## src/rtl/tt_um_ay5876_dff_arbiter_if.sv

```systemverilog
// Pin bundle of the arbiter tile: requester inputs, status/data outputs and the
// bidirectional bank that carries the transaction counter.
interface tt_um_ay5876_dff_arbiter_if;
    logic       ena;
    logic [7:0] ui_in;
    logic [7:0] uo_out;
    logic [7:0] uio_in;
    logic [7:0] uio_out;
    logic [7:0] uio_oe;

    modport slave (
        input  ena,
        input  ui_in,
        input  uio_in,
        output uo_out,
        output uio_out,
        output uio_oe
    );

    modport master (
        output ena,
        output ui_in,
        output uio_in,
        input  uo_out,
        input  uio_out,
        input  uio_oe
    );
endinterface

```

## src/rtl/tt_um_ay5876_dff_arbiter.sv

```systemverilog
// Round-robin arbiter guarding one shared storage flop: the granted requester
// writes its data bit into q each cycle until it drops req or its hold budget ends.
module tt_um_ay5876_dff_arbiter #(
    parameter int HOLD_MAX = 4
) (
    input  logic                          clk,
    input  logic                          rst_n,
    tt_um_ay5876_dff_arbiter_if.slave     io
);

    typedef enum logic {IDLE, GRANT} state_t;

    localparam logic [2:0] HOLD_LAST = 3'(HOLD_MAX - 1);

    state_t      state_q, state_d;
    logic        q_q, q_d;
    logic [3:0]  grant_q, grant_d;
    logic [2:0]  hold_cnt_q, hold_cnt_d;
    logic [1:0]  ptr_q, ptr_d;
    logic [1:0]  last_q, last_d;
    logic [7:0]  txn_count_q, txn_count_d;

    logic [3:0]  req;
    logic [3:0]  din;
    logic        pick_valid;
    logic [1:0]  pick_idx;
    logic        txn_done;

    assign req = io.ui_in[3:0];
    assign din = io.ui_in[7:4];

    // Scan from the highest offset down so the requester closest to ptr wins.
    always_comb begin
        pick_valid = 1'b0;
        pick_idx   = ptr_q;
        for (int k = 3; k >= 0; k--) begin
            if (req[ptr_q + 2'(k)]) begin
                pick_valid = 1'b1;
                pick_idx   = ptr_q + 2'(k);
            end
        end
    end

    // last_q doubles as the current owner while in GRANT.
    always_comb begin
        state_d     = state_q;
        q_d         = q_q;
        grant_d     = grant_q;
        hold_cnt_d  = hold_cnt_q;
        ptr_d       = ptr_q;
        last_d      = last_q;
        txn_count_d = txn_count_q;
        txn_done    = 1'b0;

        case (state_q)
            IDLE: begin
                if (pick_valid) begin
                    state_d    = GRANT;
                    grant_d    = 4'b0001 << pick_idx;
                    hold_cnt_d = 3'd0;
                    last_d     = pick_idx;
                end
            end
            GRANT: begin
                if (!req[last_q]) begin
                    txn_done = 1'b1;
                end else begin
                    q_d = din[last_q];
                    if (hold_cnt_q == HOLD_LAST) begin
                        txn_done = 1'b1;
                    end else begin
                        hold_cnt_d = hold_cnt_q + 3'd1;
                    end
                end
            end
            default: state_d = IDLE;
        endcase

        if (txn_done) begin
            state_d     = IDLE;
            grant_d     = 4'b0000;
            ptr_d       = last_q + 2'd1;
            txn_count_d = txn_count_q + 8'd1;
        end
    end

    always_ff @(posedge clk or negedge rst_n) begin
        if (!rst_n) begin
            state_q     <= IDLE;
            q_q         <= 1'b0;
            grant_q     <= 4'b0000;
            hold_cnt_q  <= 3'd0;
            ptr_q       <= 2'd0;
            last_q      <= 2'd0;
            txn_count_q <= 8'd0;
        end else begin
            state_q     <= state_d;
            q_q         <= q_d;
            grant_q     <= grant_d;
            hold_cnt_q  <= hold_cnt_d;
            ptr_q       <= ptr_d;
            last_q      <= last_d;
            txn_count_q <= txn_count_d;
        end
    end

    assign io.uo_out  = {last_q, grant_q, ~q_q, q_q};
    assign io.uio_out = txn_count_q;
    assign io.uio_oe  = 8'hFF;

    logic unused_ok;
    assign unused_ok = &{1'b0, io.ena, io.uio_in};

endmodule

```

## src/flat_wrapper.sv

```systemverilog
// flat-port wrapper written by rule: the top's interface ports become plain ports
module tt_um_ay5876_dff_arbiter_flat 
#(
    parameter int HOLD_MAX = 4
)
  (clk, rst_n, io_ena, io_ui_in, io_uio_in, io_uo_out, io_uio_out, io_uio_oe);
  tt_um_ay5876_dff_arbiter_if io_i ();
  input  logic clk;
  input  logic rst_n;
  input wire logic [$bits(io_i.ena)-1:0] io_ena;
  input wire logic [$bits(io_i.ui_in)-1:0] io_ui_in;
  input wire logic [$bits(io_i.uio_in)-1:0] io_uio_in;
  output wire logic [$bits(io_i.uo_out)-1:0] io_uo_out;
  output wire logic [$bits(io_i.uio_out)-1:0] io_uio_out;
  output wire logic [$bits(io_i.uio_oe)-1:0] io_uio_oe;
  assign io_i.ena = io_ena;
  assign io_i.ui_in = io_ui_in;
  assign io_i.uio_in = io_uio_in;
  assign io_uo_out = io_i.uo_out;
  assign io_uio_out = io_i.uio_out;
  assign io_uio_oe = io_i.uio_oe;
  tt_um_ay5876_dff_arbiter #(.HOLD_MAX(HOLD_MAX)) u_core (.clk(clk), .rst_n(rst_n), .io(io_i));
endmodule
```

## config.mk

```make
export PLATFORM = sky130hd
export DESIGN_NAME = tt_um_ay5876_dff_arbiter_flat
export DESIGN_NICKNAME = d
export VERILOG_FILES = /design/src/rtl/tt_um_ay5876_dff_arbiter_if.sv /design/src/rtl/tt_um_ay5876_dff_arbiter.sv /design/src/flat_wrapper.sv
export SDC_FILE = /design/constraint.sdc
export NUM_CORES = 1
export LEC_CHECK = 0
export ABC_AREA = 1
export CAP_MARGIN = 20
export CORE_ASPECT_RATIO = 0.7
export CORE_UTILIZATION = 45
export DETAILED_ROUTE_END_ITERATION = 8
export GPL_TIMING_DRIVEN = 0
export PLACE_DENSITY_LB_ADDON = 0.12
export SLEW_MARGIN = 20
export SYNTH_ARGS = -nofsm -noshare
export SYNTH_HDL_FRONTEND = slang
export SYNTH_SLANG_ARGS = --single-unit
```

## constraint.sdc

```tcl
create_clock -name clk -period 1.5 [get_ports clk]
set_input_delay 0.375 -clock clk [delete_from_list [all_inputs] [get_ports clk]]
set_output_delay 0.375 -clock clk [all_outputs]
set_load 0.005 [all_outputs]
```

==> summary.txt <==
Power
  – PwrDens: 2100 nW/um^2
  – Total power: about 4.2 mW
  – Maximum vdd drop: ~1.2 mV
  – P_leak: approximately 1.2 nW

Final layout
  – Fill cell count: 176
  – Area Growth Syn to Fin: 56.3%
  – Fraction of layout instances using a drive strength above 1: 0.350
  – Nets: about 260
  – Post-route design area: 2000 sq um
  – Non-Filler Instances: roughly 270
  – Fin util: 0.779
  – N_diodes: 0

Worst setup path
  – CP Capture Type: register
  – Worst reg-to-reg setup slack: -0.05 ns
  – FF-to-FF path depth: 11
  – CP Depth: 11
  – Worst path cell trace: buf_6 -> inv_8 -> nand2_1 -> nand2_2 -> nand3_2 -> nand3_2 -> nand2_1 -> nand2_1 -> nand2_1 -> nand3_1 -> nand2_1
  – CP Launch Type: register
  – WS Path Type: reg -> reg
  – Critical Path Max Stage Delay: ~0.39 ns
  – CP required: between 1.5 and 2 ns
  – CP delay by family, top: simple AND/OR/NAND/NOR gates
  – Most frequent CP cell: nand2_1
  – CP Buf/Inv Count: 2
  – CP max-delay cell: dfrtp_1
  – Crit Path Max Fanout: 8
  – Critical path arrival: roughly 1.7 ns

Placed design
  – Placed insts: 237
  – Hpwl dp: approximately 2200 microns
  – Area after DPL: around 1600 sq um
  – GP Congestion: roughly 0.95
  – Port Buffer Count: 25
  – DP Worst Slack: -0.383 ns

Floorplan
  – Die Y: between 40 and 50 microns
  – Initial Utilization: 0.498
  – I/O Pins: between 40 and 50
  – Std-Cell Rows: 15
  – Die X: about 66 microns
  – Core area: ~2600 sq um
  – Die ar.: around 3100 sq um

GRT
  – Top Usage Layer GRT: met2
  – GR met1 Demand/Resource: 0.298
  – Antenna violations before repair: 0
  – Vias in the first global route: 1,130
  – Gr ovfl total: 0
  – All-layer global routing usage: 0.225
  – Met2 usage: 0.378
  – GRT met3 Usage: 0.0569
  – Largest net degree at the start of global routing: 22
  – Global-route wire length before repair: 5020 microns

Worst hold path
  – Worst hold path class: reg -> reg
  – Hold path cells: 2

Detailed routing
  – Via count: 1,357
  – 1st-iter DRT viols: 55
  – Final wirelength: 3550 microns
  – Wirelength per Cell: about 13 microns
  – Drt drc: 0
  – Antenna-violating nets left: 0
  – Via/cell ratio: 5.06
  – Drt first pass iters: 4

Timing
  – Skew final: about 0.0018 ns
  – Final period util: 1.03
  – Hold Vio Cnt, Final: 0
  – Actual slew at the worst max-slew pin: a little over 0.9 ns
  – Worst setup margin: -0.0499 ns
  – Setup TNS: -0.302 ns
  – Slew Limit Fails: 0
  – Max Clk Rate: ~650 MHz
  – Slew HR: 0.374
  – RSZ-0062 raised after global routing: true
  – Final setup vio count: 8
  – Final min period: 1.55 ns
  – Final hold slack: about 0.52 ns

Clocking
  – Clock sinks: 21
  – Clk buf depth: 2
  – H-tree Lvls: 1
  – Num CTS Buffers: 3
  – CTS clock-pin slew for the worst setup and hold paths: roughly 0.07 ns
  – Worst-Skew Late Latency: around 0.26 ns
  – CTS tree: done
  – Root Driver: clkbuf_8

Yosys
  – Mapped Cells: 171
  – Ys async rst share: 1.00
  – Synth top cells by count: nand2_1, dfrtp_1, nand3_1, inv_1, nor2_1
  – Syn. warnings: 0
  – Number of enable flip-flop cells after synthesis: 0
  – Sequential share of the synthesized area: 0.410
  – Top post-synthesis cells by area: dfrtp_1, nand2_1, nand3_1
  – #FFs+latches synth: 21
  – Cell area after synthesis: approximately 1300 sq um
  – Most used flip-flop cell after synthesis: dfrtp_1
  – Area leader, netlist: dfrtp_1
  – Synth top area share: 0.410
  – Syn avg cell area: 7.49 sq um
  – Post-synth cell types: 23
  – Most frequent cell after synthesis: nand2_1

Outcome
  – Violated checks: negative setup slack
  – Status: complete, but fails checks

Flow run
  – Max-Cap Viols: 0
==> sequential cells by signal (all words and copies together) (netlist names) <==
| name | count |
|---|---|
| u_core.io.uio_out | 8 |
| u_core.grant_q | 4 |
| u_core.hold_cnt_q | 3 |
| u_core.last_q | 2 |
| u_core.ptr_q | 2 |
| u_core.q_q | 1 |
| u_core.state_q | 1 |
==> kinds of logic (layout without fill, tap and decap cells) <==
kind of cell               Yosys count  count (layout)  synth area share
and+or+nand+nor                     95              95             0.322
buffers and inverters               32              88             0.138
DFF                                 21              21             0.410
AOI/OAI and AO/OA                   12              12            0.0498
xor gates and xnor gates             7               7            0.0479
adders and majority gates            3               3            0.0293
other                                1               8           0.00293
==> tightest hold or removal path: stages (launching register included) <==
cell and delay [ns]:
dfrtp_1 0.35, nand3_1 0.07, o21ai_1 0.07
==> layout by cell type (no fill, tap or decap) <==
cell / instances
a21boi_2: 1
a21oi_1: 2
and3_2: 1
buf_4: 33
buf_6: 6
clkbuf_1: 1
clkbuf_8: 3
clkdlybuf4s50_1: 5
conb_1: 8
dfrtp_1: 18
dfrtp_2: 3
dlygate4sd2_1: 11
dlymetal6s2s_1: 9
ha_1: 3
inv_1: 13
inv_2: 5
inv_4: 1
inv_8: 1
nand2_1: 42
nand2_2: 12
nand2_4: 4
nand3_1: 13
nand3_2: 7
nand3_4: 1
nand3b_1: 1
nand4_1: 3
nor2_1: 7
nor2_2: 1
nor2_4: 3
o21ai_0: 3
o21ai_1: 5
o22ai_1: 1
xnor2_1: 4
xor2_1: 3
==> final cells by class <==
type / count / area, sq um / area share
well taps: 34 / 42.5 / 0.0212
clock buffers: 4 / 45.0 / 0.0225
inverters: 20 / 85.1 / 0.0425
flip-flops and latches: 21 / 529 / 0.264
multi-input cells: 125 / 727 / 0.363
repair buffers: 52 / 473 / 0.236
plain buffers: 12 / 101 / 0.0506
==> power breakdown <==
group	switching [mW]	leakage, nW	total [mW]	internal, mW
Combinational	1.56	0.889	2.89	1.33
Clock	0.175	0.0228	0.364	0.189
Sequential	0.156	0.257	0.964	0.809
==> per-layer routing <==
layer	wire [microns]	up-vias
met5	0	-
met4	36	0
met3	299	6
met2	1670	68
met1	1550	630
li1	-	653
==> final timing paths <==
kind | to | from
max reg2reg | u_core.grant_q[0]$_DFFE_PN0P_ | u_core.ptr_q[0]$_DFFE_PN0P_
min in group asynchronous | u_core.last_q[1]$_DFFE_PN0P_ | rst_n
max in group asynchronous | u_core.ptr_q[1]$_DFFE_PN0P_ | rst_n
max | u_core.grant_q[0]$_DFFE_PN0P_ | u_core.ptr_q[0]$_DFFE_PN0P_
min | u_core.hold_cnt_q[2]$_DFFE_PN0P_ | u_core.hold_cnt_q[2]$_DFFE_PN0P_
min reg2reg | u_core.hold_cnt_q[2]$_DFFE_PN0P_ | u_core.hold_cnt_q[2]$_DFFE_PN0P_
==> what timing repair did <==
| item | in CTS | in global routing |
|---|---|---|
| pin swaps | 2 | 11 |
| resized for setup | 32 | 40 |
| buffers inserted | 15 | 11 |
| hold buffers | 0 | 0 |
| gates cloned | 1 | 1 |
| endpoints found under the setup margin | 27 | 28 |
Note: power is estimated with default switching activity, not from simulation.
